==> src/rtl/mul_div_pkg.sv <==
// Shared types for mul_div_unit: operation encoding, FSM states and the
// iteration-counter width helper.
package mul_div_pkg;

  typedef enum logic [1:0] {
    OP_MUL  = 2'b00,
    OP_MULU = 2'b01,
    OP_DIV  = 2'b10,
    OP_DIVU = 2'b11
  } op_e;

  typedef enum logic [2:0] {
    IDLE = 3'd0,
    INIT = 3'd1,
    RUN  = 3'd2,
    FIX  = 3'd3,
    DONE = 3'd4
  } state_e;

  // Bits needed to count WIDTH iterations down from WIDTH-1 to 0.
  function automatic int cnt_width(input int w);
    return (w > 2) ? $clog2(w) : 1;
  endfunction

endpackage

==> src/rtl/mul_div_sign_fix.sv <==
// Two's-complement conditional negation: gives operand magnitudes and
// applies result sign correction.
module mul_div_sign_fix #(
  parameter int W = 32
) (
  input  logic [W-1:0] val_i,
  input  logic         neg_i,
  output logic [W-1:0] val_o
);

  assign val_o = neg_i ? (-val_i) : val_i;

endmodule

==> src/rtl/mul_div_unit.sv <==
// Iterative radix-2 multiplier/divider, one step per RUN cycle.
// Define MUL_DIV_UNIT_DIV_EN to build divide support; otherwise op=1x is illegal.
module mul_div_unit
  import mul_div_pkg::*;
#(
  parameter int WIDTH = 32
) (
  input  logic             clk,
  input  logic             clr,
  input  logic             start,
  input  logic [1:0]       op,
  input  logic [WIDTH-1:0] a,
  input  logic [WIDTH-1:0] b,
  output logic             busy,
  output logic             done,
  output logic [WIDTH-1:0] hi,
  output logic [WIDTH-1:0] lo,
  output logic             dbz,
  output state_e           dbg_state
);

  localparam int CW = cnt_width(WIDTH);

  state_e           state_q;
  op_e              op_q;
  logic [WIDTH-1:0] a_q, b_q, mcand_q, acc_hi_q, acc_lo_q, hi_q, lo_q;
  logic [CW-1:0]    cnt_q;
  logic             neg_lo_q, dbz_flag_q, busy_q, done_q, dbz_q;

  logic             is_signed, is_div;
  logic [WIDTH-1:0] mag_a, mag_b, fix_hi, fix_lo, step_hi_d, step_lo_d;
  logic [WIDTH:0]   mul_sum_d;

  assign is_signed = (op_q == OP_MUL) || (op_q == OP_DIV);
  assign is_div    = (op_q == OP_DIV) || (op_q == OP_DIVU);

  mul_div_sign_fix #(.W(WIDTH)) u_mag_a (
    .val_i(a_q), .neg_i(is_signed & a_q[WIDTH-1]), .val_o(mag_a));
  mul_div_sign_fix #(.W(WIDTH)) u_mag_b (
    .val_i(b_q), .neg_i(is_signed & b_q[WIDTH-1]), .val_o(mag_b));
  mul_div_sign_fix #(.W(2*WIDTH)) u_prod_fix (
    .val_i({acc_hi_q, acc_lo_q}), .neg_i(neg_lo_q), .val_o({fix_hi, fix_lo}));

  // Shift-add: multiplier sits in acc_lo and drains out the bottom.
  assign mul_sum_d = {1'b0, acc_hi_q} + (acc_lo_q[0] ? {1'b0, mcand_q} : '0);

`ifdef MUL_DIV_UNIT_DIV_EN
  logic             neg_hi_q;
  logic [WIDTH-1:0] quo_fix, rem_fix;
  logic [WIDTH:0]   div_shift_d, div_diff_d;

  mul_div_sign_fix #(.W(WIDTH)) u_quo_fix (
    .val_i(acc_lo_q), .neg_i(neg_lo_q), .val_o(quo_fix));
  mul_div_sign_fix #(.W(WIDTH)) u_rem_fix (
    .val_i(acc_hi_q), .neg_i(neg_hi_q), .val_o(rem_fix));

  // Restoring division: bit WIDTH of the difference is the borrow.
  assign div_shift_d = {acc_hi_q, acc_lo_q[WIDTH-1]};
  assign div_diff_d  = div_shift_d - {1'b0, mcand_q};

  always_comb begin
    step_hi_d = mul_sum_d[WIDTH:1];
    step_lo_d = {mul_sum_d[0], acc_lo_q[WIDTH-1:1]};
    if (is_div) begin
      step_hi_d = div_diff_d[WIDTH] ? div_shift_d[WIDTH-1:0] : div_diff_d[WIDTH-1:0];
      step_lo_d = {acc_lo_q[WIDTH-2:0], ~div_diff_d[WIDTH]};
    end
  end
`else
  assign step_hi_d = mul_sum_d[WIDTH:1];
  assign step_lo_d = {mul_sum_d[0], acc_lo_q[WIDTH-1:1]};
`endif

  always_ff @(posedge clk or negedge clr) begin
    if (!clr) begin
      state_q    <= IDLE;
      op_q       <= OP_MUL;
      a_q        <= '0;
      b_q        <= '0;
      mcand_q    <= '0;
      acc_hi_q   <= '0;
      acc_lo_q   <= '0;
      cnt_q      <= '0;
      neg_lo_q   <= 1'b0;
`ifdef MUL_DIV_UNIT_DIV_EN
      neg_hi_q   <= 1'b0;
`endif
      dbz_flag_q <= 1'b0;
      busy_q     <= 1'b0;
      done_q     <= 1'b0;
      dbz_q      <= 1'b0;
      hi_q       <= '0;
      lo_q       <= '0;
    end else begin
      done_q <= 1'b0;
      case (state_q)
        IDLE: begin
          if (start) begin
            op_q       <= op_e'(op);
            a_q        <= a;
            b_q        <= b;
            dbz_flag_q <= 1'b0;
            busy_q     <= 1'b1;
            state_q    <= INIT;
          end
        end
        INIT: begin
          neg_lo_q <= is_signed & (a_q[WIDTH-1] ^ b_q[WIDTH-1]);
          cnt_q    <= CW'(WIDTH - 1);
          if (is_div) begin
`ifdef MUL_DIV_UNIT_DIV_EN
            neg_hi_q <= is_signed & a_q[WIDTH-1];
            if (b_q == '0) begin
              acc_hi_q   <= a_q;
              acc_lo_q   <= '1;
              dbz_flag_q <= 1'b1;
              state_q    <= DONE;
            end else begin
              acc_hi_q <= '0;
              acc_lo_q <= mag_a;
              mcand_q  <= mag_b;
              state_q  <= RUN;
            end
`else
            acc_hi_q <= '0;
            acc_lo_q <= '0;
            state_q  <= DONE;
`endif
          end else begin
            acc_hi_q <= '0;
            acc_lo_q <= mag_b;
            mcand_q  <= mag_a;
            state_q  <= RUN;
          end
        end
        RUN: begin
          acc_hi_q <= step_hi_d;
          acc_lo_q <= step_lo_d;
          cnt_q    <= cnt_q - CW'(1);
          if (cnt_q == '0) state_q <= FIX;
        end
        FIX: begin
`ifdef MUL_DIV_UNIT_DIV_EN
          acc_hi_q <= is_div ? rem_fix : fix_hi;
          acc_lo_q <= is_div ? quo_fix : fix_lo;
`else
          acc_hi_q <= fix_hi;
          acc_lo_q <= fix_lo;
`endif
          state_q  <= DONE;
        end
        DONE: begin
          hi_q    <= acc_hi_q;
          lo_q    <= acc_lo_q;
          dbz_q   <= dbz_flag_q;
          done_q  <= 1'b1;
          busy_q  <= 1'b0;
          state_q <= IDLE;
        end
        default: state_q <= IDLE;
      endcase
    end
  end

  assign busy      = busy_q;
  assign done      = done_q;
  assign hi        = hi_q;
  assign lo        = lo_q;
  assign dbz       = dbz_q;
  assign dbg_state = state_q;

endmodule

==> config.mk <==
export PLATFORM = sky130hd
export DESIGN_NAME = mul_div_unit
export DESIGN_NICKNAME = d
export VERILOG_FILES = /design/src/rtl/mul_div_pkg.sv /design/src/rtl/mul_div_sign_fix.sv /design/src/rtl/mul_div_unit.sv
export SDC_FILE = /design/constraint.sdc
export NUM_CORES = 1
export LEC_CHECK = 0
export CORE_AREA = 2 2 168 170
export CTS_BUF_LIST = sky130_fd_sc_hd__clkbuf_4 sky130_fd_sc_hd__clkbuf_8
export DETAILED_ROUTE_END_ITERATION = 8
export DIE_AREA = 0 0 170 172
export GPL_TIMING_DRIVEN = 0
export HOLD_SLACK_MARGIN = 0.03
export PLACE_DENSITY = 0.76
export SYNTH_ARGS = -nofsm -noshare
export SYNTH_HDL_FRONTEND = slang
export SYNTH_SLANG_ARGS = --single-unit
==> constraint.sdc <==
create_clock -name clk -period 3.75 [get_ports clk]
set_input_delay 0.375 -clock clk [delete_from_list [all_inputs] [get_ports clk]]
set_output_delay 0.375 -clock clk [all_outputs]
set_load 0.01 [all_outputs]
==> results.md <==
* Post-synth top area share at 43.86%
* TritonCTS Sinks at 237
* Core area at 27480 um^2
* Setup Crit Path Kind: reg -> reg
* Die Wd at 170 um
* Post-route minimum period at 3.640 ns
* Detailed-route via count at 11790
* Leakage at 6.937 nW
* Number of port buffers at 137
* Die H at 172 um
* Grt ovf at 0
* Initial DRT Pass Iterations at 5
* CTS Buffer Depth at 3
* Ys flop type: dfrtp_1
* CP peak stage delay at 0.61 ns
* Critical path launch point: acc_hi_q[9]
* Most frequent cells in the layout: dfrtp_1 (236), clkdlybuf4s50_1 (136), mux2_2 (126)
* Critical path fanouts, max at 8
* Initial antenna violation count at 0
* Cell taking the most area after synthesis: dfrtp_1
* Final setup TNS at 0 ns
* First-pass GRT wire length at 60800 um
* Sequential fraction of the synthesis area at 43.86%
* Post-synth EDFFs at 0
* I/O pins at 139
* CP startpoint kind: flip-flop
* Crit-path cells: or3_1 -> or3_1 -> or4_1 -> nor4_2 -> nand2_1 -> nor3_1 -> o32a_1 -> o21ai_1 -> a41o_1
* Vias in the first global route at 11250
* WL final at 38700 um
* Reg-to-reg critical path endpoint: acc_hi_q[31]
* Cells after Synth at 1384
* Largest net degree at the start of global routing at 122
* Seq cells post-synth at 237
* DR WL/cell at 19.85 um
* # diodes at 0
* Worst hold path type: in -> reg
* Syn_nets at 1491
* Worst clock skew at 0.03292 ns
* Critical-path top delay cell: or4_1
* Area grow syn2layout at 21.70%
* Total GRT Usage at 26.45%
* Fin nets at 1680
* Worst-path clk slew at 0.06 ns
* CTS Buf Count at 42
* Routability Congestion at 0.9436
* Actual slew at the worst max-slew pin at 0.8850 ns
* Mapped Area at 13520 um^2
* Num rows at 61
* Post-DR vias/cell at 6.051
* Critical path arrival at 4.08 ns
* Worst reg-to-reg setup slack at 0.11 ns
* Final Hold Fails at 0
* Crit. End Element: flip-flop
* Clk_lat worst skew at 0.56 ns
* Pins over their slew limit at 0
* Post-DP Area at 15370 um^2
* Clock Tree Root: clkbuf_8
* Post-synthesis cell type count at 73
* Outcome: complete, no violations
* ANT nets after route at 0
* Peak VDD IR at 0.0004294 V
* HPWL after detailed placement at 28380 um
* Rel. slew slack at 41.00%
* Worst EP required at 4.19 ns
* Max Cap Viol at 0
* Initial Utilization at 49.22%
* DR iter-0 viols at 1141
* DRC at 0
* TritonCTS clock tree: done
* Power Density at 918.9 nW/um^2
* CP endpoint: acc_hi_q[31]
* Period utilization at 97.07%
* Layout cells sized above 1 at 14.66%
* Synth async-reset ratio at 100.0%
* RSZ-0062 raised after global routing: true
* Final setup viols at 0
* Worst r2r path cells at 9
* H-tree level count at 2
* Highest clock rate at 0.2747 GHz
* Cell repeated most along the worst path: or3_1
* Leading cell type in the layout, fill and taps excluded: dfrtp_1
* Syn. warnings at 0
* Die ar. at 29240 um^2
* Top cells by area, synth: dfrtp_1 (44%), mux2_2 (10%), o21ai_0 (4.6%), ha_1 (3.4%), xnor2_1 (3.4%)
* Design area at 16460 um^2
* Mapped Avg Cell Area at 9.771 um^2
* Worst reg2reg startpoint: acc_hi_q[9]
[kinds of logic (layout without fill, tap and decap cells)]
family,Yosys count,after routing,synth area share (%)
AO/OA/AOI/OAI,383,383,18.01
other,1,1,0.02773
buffers and inverters,103,322,2.896
flip-flops,237,237,43.86
multiplexers,126,126,10.49
XOR/XNOR,88,88,5.699
adder cells (fa/ha/maj),38,38,3.571
AND/OR/NAND/NOR,408,408,15.44
[worst max-delay path, delay by kind of cell, from the launching register on]
family           cells  cell delay (ns)
AND/OR/NAND/NOR      6             2.59
flip-flops           1             0.49
AO/OA/AOI/OAI        3             0.44
[per-layer routing]
| metal | share of wire [%] | global-route usage [%] | vias to the layer above |
|---|---|---|---|
| li1 | - | - | 5503 |
| met1 | 45 | 38.01 | 5689 |
| met2 | 44 | 40.53 | 525 |
| met3 | 8.3 | 5.035 | 76 |
| met4 | 2.3 | 8.547 | 0 |
| met5 | 0 | 0 | - |
[sequential cells by signal (all words and copies together), names as in the netlist]
signal	count
acc_hi_q	32
neg_lo_q	1
mcand_q	32
acc_lo_q	32
lo	32
cnt_q	5
busy	1
op_q	2
dbg_state	3
hi	32
done	1
a_q	32
b_q	32
[metrics by stage]
| step | util, % | hold WS, ns | cells | setup slack, ns | power (mW) |
|---|---|---|---|---|---|
| 2_1_floorplan | - | 0.07941 | 1384 | 0.2309 | 9.463 |
| 3_3_place_gp | 55.78 | 0.4509 | 1867 | -7.528 | 11.92 |
| 3_5_place_dp | 55.95 | 0.4593 | 1869 | -0.7352 | 12.17 |
| 4_1_cts | 59.65 | 0.3804 | 1945 | 0.02265 | 14.98 |
| 5_1_grt | 59.90 | 0.3934 | 1949 | -0.04894 | 16.08 |
| 6_report | 59.90 | 0.4113 | 1949 | 0.1100 | 15.12 |
[Yosys cell counts (all sizes together), types with 18 or more instances]
cell	number
a21o	23
a21oi	75
a222oi	18
and2	38
clkbuf	78
dfrtp	237
ha	37
inv	21
mux2	126
nand2	97
nor2	95
nor3	49
nor4	21
o21ai	149
or3	30
xnor2	52
xor2	36
[what timing repair did]
action	in CTS	in global routing
endpoints found under the setup margin	8	14
endpoints found under the hold margin	116	0
pin swaps	1	2
resized for setup	6	8
setup buffers	1	4
hold buffers	1	0
[worst min path at each step]
stage / startpoint / to / slack (ns) / cells after the start
after floorplan: clr / a_q[0] / 0.08 / 0
after global placement: mcand_q[28] / mcand_q[28] / 0.45 / 2
after detailed placement: mcand_q[28] / mcand_q[28] / 0.46 / 2
after CTS: a[0] / a_q[0] / 0.38 / 3
after global routing: b[1] / b_q[1] / 0.39 / 3
final: b[1] / b_q[1] / 0.41 / 3
[report_power, final]
part | total, mW | switching [mW] | internal (mW) | leakage, nW
clock network | 2.76 | 1.11 | 1.65 | 0.509
registers | 4.99 | 1.25 | 3.73 | 2.96
logic | 7.37 | 4.17 | 3.20 | 3.47
total | 15.1 | 6.53 | 8.59 | 6.94
[cell type report]
| cell class | instances | area (um^2) |
|---|---|---|
| tap | 346 | 432.9 |
| clock inverter | 16 | 211.5 |
| buffer | 82 | 314.1 |
| timing repair buffer | 145 | 1459 |
| sequential | 237 | 5932 |
| multi-input combinational | 1044 | 7274 |
| inverter | 21 | 78.83 |
| fill | 2345 | 11020 |
| clock buffer | 58 | 754.5 |
Note: power is estimated with default switching activity, not from simulation.
